`config.mk`:
```
export PLATFORM = sky130hd
export DESIGN_NAME = dual_issue_ctrl
export DESIGN_NICKNAME = d
export VERILOG_FILES = /design/src/rtl/dual_issue_ctrl_pkg.sv /design/src/rtl/dual_issue_ctrl_hazard.sv /design/src/rtl/dual_issue_ctrl.sv
export SDC_FILE = /design/constraint.sdc
export NUM_CORES = 1
export LEC_CHECK = 0
export BUFFER_PORTS_ARGS = -buffer_cell sky130_fd_sc_hd__clkbuf_2
export CAP_MARGIN = 40
export CELL_PAD_IN_SITES_DETAIL_PLACEMENT = 1
export CELL_PAD_IN_SITES_GLOBAL_PLACEMENT = 1
export CORE_MARGIN = 1.5
export CORE_UTILIZATION = 16
export CTS_BUF_LIST = sky130_fd_sc_hd__clkbuf_8
export DETAILED_ROUTE_END_ITERATION = 8
export HOLD_SLACK_MARGIN = 0.05
export PLACE_DENSITY_LB_ADDON = 0.1
export REMOVE_ABC_BUFFERS = 1
export SYNTH_ARGS = -nofsm -noshare
export SYNTH_HDL_FRONTEND = slang
export SYNTH_SLANG_ARGS = --single-unit
```
`constraint.sdc`:
```
create_clock -name clk -period 2.16 [get_ports clk]
set_input_delay 0.432 -clock clk [delete_from_list [all_inputs] [get_ports clk]]
set_output_delay 0.432 -clock clk [all_outputs]
set_load 0.005 [all_outputs]
```
`src/rtl/dual_issue_ctrl_pkg.sv`:
```
// Shared definitions for the dual-issue controller.
// Holds the controller state encoding, the issue-count encoding produced by
// the pair hazard checker, and the register-address type shared with decode.
package dual_issue_ctrl_pkg;

  localparam int REG_ADDR_W = 5;
  typedef logic [REG_ADDR_W-1:0] reg_addr_t;

  typedef enum logic {
    ST_RUN   = 1'b0,
    ST_FLUSH = 1'b1
  } state_t;

  // Number of decode slots consumed in one cycle
  localparam logic [1:0] ISS_NONE = 2'd0;
  localparam logic [1:0] ISS_ONE  = 2'd1;
  localparam logic [1:0] ISS_TWO  = 2'd2;

endpackage

```
`src/rtl/dual_issue_ctrl_hazard.sv`:
```
// issue_hazard_chk: combinational pair check for the two decode slots.
// Ports:
//   d0_valid/d1_valid        decode slot occupancy (slot0 older)
//   d0_rs/rt/rd, d1_rs/rt/rd register addresses
//   d0_rfwe/d1_rfwe          slot writes the register file
//   iss_cnt                  instructions that may issue together (0/1/2)
module issue_hazard_chk
  import dual_issue_ctrl_pkg::*;
#(
  parameter int DUAL_EN = 1
) (
  input  logic       d0_valid,
  input  logic       d1_valid,
  input  reg_addr_t  d0_rs,
  input  reg_addr_t  d0_rt,
  input  reg_addr_t  d0_rd,
  input  logic       d0_rfwe,
  input  reg_addr_t  d1_rs,
  input  reg_addr_t  d1_rt,
  input  reg_addr_t  d1_rd,
  input  logic       d1_rfwe,
  output logic [1:0] iss_cnt
);

  logic dep;
  logic waw;

  // Register x0 is hardwired, so writes to it never create a dependency.
  // slot1 can only go out behind slot0, never on its own.
  always_comb begin
    dep = d0_rfwe && (d0_rd != '0) && ((d1_rs == d0_rd) || (d1_rt == d0_rd));
    waw = d0_rfwe && d1_rfwe && (d0_rd != '0) && (d0_rd == d1_rd);
    iss_cnt = ISS_NONE;
    if (d0_valid) begin
      if ((DUAL_EN == 0) || dep || waw || !d1_valid)
        iss_cnt = ISS_ONE;
      else
        iss_cnt = ISS_TWO;
    end
  end

endmodule

```
`src/rtl/dual_issue_ctrl.sv`:
```
// dual_issue_ctrl: issue and branch-resolution controller for FAB0/FAB1.
// Registers an issue bundle from the two decode slots, hands out the 1-bit
// ordering numbers, picks the older of two branch results, squashes invalid
// or wrong-path FAB slots through rst_s1 and drives the front-end redirect.
// Ports:
//   clk, rst                 clock, async active-high reset
//   ext_stop                 downstream stall
//   d0_*, d1_*               decode slots (slot0 older)
//   pop                      decode entries consumed this cycle
//   fab0_num, fab1_num       ordering numbers for the FABs
//   fab_rst_s1, fab_stop     per-FAB squash, pipeline hold
//   br0_*, br1_*             FAB branch results
//   redirect, redirect_pc    front-end redirect strobe and target
//   front_flush              flush fetch/decode buffer
module dual_issue_ctrl
  import dual_issue_ctrl_pkg::*;
#(
  parameter int PC_W    = 32,
  parameter int DUAL_EN = 1
) (
  input  logic            clk,
  input  logic            rst,
  input  logic            ext_stop,
  input  logic            d0_valid,
  input  logic            d1_valid,
  input  logic [4:0]      d0_rs,
  input  logic [4:0]      d0_rt,
  input  logic [4:0]      d0_rd,
  input  logic [4:0]      d1_rs,
  input  logic [4:0]      d1_rt,
  input  logic [4:0]      d1_rd,
  input  logic            d0_rfwe,
  input  logic            d1_rfwe,
  input  logic            d0_is_br,
  output logic [1:0]      pop,
  output logic            fab0_num,
  output logic            fab1_num,
  output logic [1:0]      fab_rst_s1,
  output logic            fab_stop,
  input  logic            br0_flag,
  input  logic            br1_flag,
  input  logic            br0_num,
  input  logic            br1_num,
  input  logic [PC_W-1:0] br0_addr,
  input  logic [PC_W-1:0] br1_addr,
  output logic            redirect,
  output logic [PC_W-1:0] redirect_pc,
  output logic            front_flush
);

  state_t     state_q;
  state_t     state_d;
  logic [1:0] iss_valid;
  logic       seq;
  logic       base_num;
  logic [1:0] iss_cnt;
  logic       issue_en;
  logic       br0_ok;
  logic       br1_ok;
  logic       br_hit;
  logic       sel1;
  logic       kill1;

  // A branch in slot0 may still pair with slot1: if it is taken, the
  // arbitration below squashes the younger FAB1 instruction.
  logic unused_is_br;
  assign unused_is_br = d0_is_br;

  issue_hazard_chk #(.DUAL_EN(DUAL_EN)) u_hazard (
    .d0_valid (d0_valid),
    .d1_valid (d1_valid),
    .d0_rs    (d0_rs),
    .d0_rt    (d0_rt),
    .d0_rd    (d0_rd),
    .d0_rfwe  (d0_rfwe),
    .d1_rs    (d1_rs),
    .d1_rt    (d1_rt),
    .d1_rd    (d1_rd),
    .d1_rfwe  (d1_rfwe),
    .iss_cnt  (iss_cnt)
  );

  // Age arbitration: the result whose number matches base_num is older.
  // kill1 fires whenever FAB0 wins while FAB1 holds a younger instruction.
  always_comb begin
    br0_ok = br0_flag & iss_valid[0];
    br1_ok = br1_flag & iss_valid[1];
    br_hit = br0_ok | br1_ok;
    sel1   = br1_ok & (~br0_ok | (br0_num != base_num));
    kill1  = br_hit & ~sel1 & iss_valid[1];
  end

  // Next-state and front-end control. A redirect cycle issues nothing: the
  // decode contents are on the wrong path and are flushed anyway.
  always_comb begin
    state_d     = state_q;
    redirect    = 1'b0;
    redirect_pc = '0;
    front_flush = 1'b0;
    issue_en    = 1'b0;
    case (state_q)
      ST_RUN: begin
        if (!ext_stop) begin
          if (br_hit) begin
            redirect    = 1'b1;
            redirect_pc = sel1 ? br1_addr : br0_addr;
            front_flush = 1'b1;
            state_d     = ST_FLUSH;
          end else begin
            issue_en = ~rst;
          end
        end
      end
      ST_FLUSH: begin
        front_flush = 1'b1;
        state_d     = ST_RUN;
      end
      default: state_d = ST_RUN;
    endcase
  end

  always_comb begin
    pop        = issue_en ? iss_cnt : ISS_NONE;
    fab0_num   = base_num;
    fab1_num   = ~base_num;
    fab_stop   = ext_stop;
    fab_rst_s1 = {2{rst}} | ~iss_valid | {kill1, 1'b0};
  end

  // Issue bundle and sequence number. FLUSH always loads an empty bundle;
  // a stall freezes everything.
  always_ff @(posedge clk or posedge rst) begin
    if (rst) begin
      state_q   <= ST_RUN;
      iss_valid <= 2'b00;
      seq       <= 1'b0;
      base_num  <= 1'b0;
    end else begin
      state_q <= state_d;
      if (state_q == ST_FLUSH) begin
        iss_valid <= 2'b00;
        base_num  <= seq;
      end else if (!ext_stop) begin
        base_num <= seq;
        if (redirect) begin
          iss_valid <= 2'b00;
        end else begin
          iss_valid <= {iss_cnt == ISS_TWO, iss_cnt != ISS_NONE};
          seq       <= seq ^ (iss_cnt == ISS_ONE);
        end
      end
    end
  end

endmodule

```
==> flow_metrics.py <==
metrics = {
    "run_status": {
        "outcome": "finished clean",
    },
    "global_routing": {
        "grt_overflow": 0,
        "antenna_found_initial": 0,
        "grt_pass1_vias": 1620,
        "track_usage_pct": 13.20,
        "grt_max_degree": 34,
        "grt_pass1_wl_mm": 7.024,
    },
    "floorplan": {
        "die-height_um": 80.40,
        "die_area_sq_um": 6463,
        "ios": 147,
        "start_util_pct": 16.38,
        "fp-row-count": 28,
        "die_w_um": 80.40,
        "coreArea_sq_um": 5851,
    },
    "logic_synthesis": {
        "syn_inst": 168,
        "avgSynthCellArea_sq_um": 5.705,
        "synthFlopType": "dfrtp_1",
        "synth_warnings": 0,
        "synth_top_area_share_pct": 27.42,
        "synth_seq_area_share_pct": 13.05,
        "ys_async_sr_fraction_pct": 100.0,
        "syn_area_sq_um": 958.4,
        "ys_seq_elements": 5,
        "synth.most_common_cell": "nand2_1",
        "ys_types": 27,
        "synth_largest_area_cell": "nand2_1",
        "synth_common_cells": "nand2_1 (70), a21oi_1 (32), xor2_1 (12)",
        "synth-edff-count": 0,
        "synth_area_leaders": "nand2_1 (27%), a21oi_1 (17%), dfrtp_1 (13%)",
    },
    "job": {
        "drv_cap": 0,
    },
    "cells_and_area": {
        "syn_to_final_growth_pct": 109.0,
        "diodes": 0,
        "num-nets-final": 418,
        "fill_cells": 797,
        "drive_gt1_share_pct": 54.34,
    },
    "detailed_routing": {
        "dr.pass1.iters": 4,
        "ant_nets": 0,
        "dr_total_vias": 1666,
        "drt_iter0_markers": 25,
        "drc_errors": 0,
        "wl_per_cell_um": 12.41,
        "avgViaCountPerCell": 4.316,
        "wl_mm": 4.792,
    },
    "timing": {
        "period_share_pct": 97.97,
        "setup_viol": 0,
        "clock-skew-final_ns": 0.0005736,
        "rsz0062_at_grt": "yes",
        "finalHoldViolCount": 0,
        "period_needed_ns": 2.116,
        "clock.fmax_ghz": 0.4726,
        "post-route-worst-setup-slack_ns": 0.04384,
        "slew_headroom_pct": 80.37,
        "slew_violations": 0,
        "holdWs_ns": 0.1428,
        "tightest_slew_ns": 0.2938,
    },
    "worst_setup_path": {
        "path_cells": "buf_8, xor2_2, nor4_2, a32oi_1, a21o_2, a211oi_2, buf_2",
        "cp.arrival_ns": 1.68,
        "crit_fanout": 3,
        "reg2reg_from": "iss_valid[1]$_DFFE_PP0P_",
        "path_class": "in -> out",
        "critPathLaunchType": "input port",
        "critPathCaptureType": "primary output",
        "critPathBufInv": 2,
        "required_ns": 1.73,
        "path_delay_family": "compound AO/OA/AOI/OAI gates",
        "cp_slowest_cell": "nor4_2",
        "startpoint": "d1_rd[2]",
        "max_stage_delay_ns": 0.28,
    },
    "cts": {
        "worstSkewPairLatency_ns": 0.22,
        "cts_max_level": 1,
        "numCtsBuffers": 3,
        "clk_path_buf_depth": 2,
        "cts_tree": "yes",
        "clkTransAtPathRegs_ns": 0.04,
        "hold_buffers": 0,
        "cts.sinks": 5,
        "cts-root-buf": "clkbuf_8",
    },
    "pwr": {
        "p_leak_nw": 1.132,
        "pwr_density_cell_nw_per_um2": 324.0,
        "vdd_ir_drop_max_v": 0.0003159,
    },
    "worst_hold_path": {
        "hp-class": "in -> async",
    },
    "placement": {
        "place.port_buffers": 134,
        "dp_hpwl_mm": 3.635,
        "gp_congestion": 0.7109,
        "place_ws_ns": -0.02900,
    },
}
## where the power goes
group	switching (mW)	internal [mW]
logic	0.169	0.194
clock network	0.0439	0.122
registers	0.0152	0.106
## layout by cell type (no fill, tap or decap), types with 3 or more instances in the layout
cell and n:
xor2_2 3, buf_4 13, clkbuf_8 3, clkbuf_2 129, buf_12 3, nand2_1 70, xnor2_1 3, xor2_1 9
dfrtp_1 5, a21oi_1 32, inv_1 5
## through the flow
step	total power [mW]	instance area (sq um)	utilization [%]	cells	setup TNS, ns
floorplan	0.2514	905.9	-	156	0
global placement	0.4421	1790	30.60	376	-0.03563
detailed placement	0.4479	1790	30.60	376	-0.02900
CTS	0.6260	1874	32.04	384	0
global route	0.7054	2003	34.24	386	-0.02073
finish	0.6490	2003	34.24	386	0
## flip-flops by register name (all words and copies together), names as in the netlist
signal and count:
fab0_num 1, iss_valid 2, seq 1, state_q 1
## repair_timing
| item | CTS | global route |
|---|---|---|
| setup endpoints to repair | 2 | 35 |
| gates cloned | 0 | 2 |
| resized for setup | 2 | 23 |
| setup buffers | 4 | 2 |
| pin swaps | 5 | 9 |
## kinds of logic (layout without fill, tap and decap cells)
family / Yosys count / count (layout) / share of synthesized area (%)
xor+xnor: 16 / 16 / 14.62
simple gates: 90 / 90 / 40.34
compound gates: 40 / 40 / 23.76
flops: 5 / 5 / 13.05
mux: 1 / 1 / 1.175
buf+inv: 16 / 159 / 7.049
## routing by layer
layer	vias to the layer above	share of wire (%)	wire, um	global-route usage, %
met1	744	39	1892	14.70
met3	0	12	554	2.500
li1	843	-	-	-
met5	-	0	0	0
met2	79	49	2344	26.13
met4	0	0	0	1.552
## area by class of cell
class	instances	area, sq um	share of cell area, %
Clock buffer	3	41.29	2.061
Tap cell	75	93.84	4.685
Multi-Input combinational cell	147	828.3	41.35
Timing Repair Buffer	151	895.9	44.72
Clock inverter	1	3.754	0.1874
Inverter	4	15.01	0.7495
Sequential cell	5	125.1	6.246
## worst paths after layout
| check | to | slack, ns | cells past startpoint |
|---|---|---|---|
| min in group clk | iss_valid[0]$_DFFE_PP0P_ | 0.55 | 3 |
| max in group asynchronous | iss_valid[0]$_DFFE_PP0P_ | 1.80 | 2 |
| worst max register to register | seq$_DFFE_PP0P_ | 0.54 | 4 |
| worst min-delay path | fab0_num$_DFFE_PP0P_ | 0.14 | 2 |
| worst max-delay path | pop[0] | 0.04 | 7 |
| worst min register to register | iss_valid[0]$_DFFE_PP0P_ | 0.56 | 2 |
Note: power is estimated with default switching activity, not from simulation.
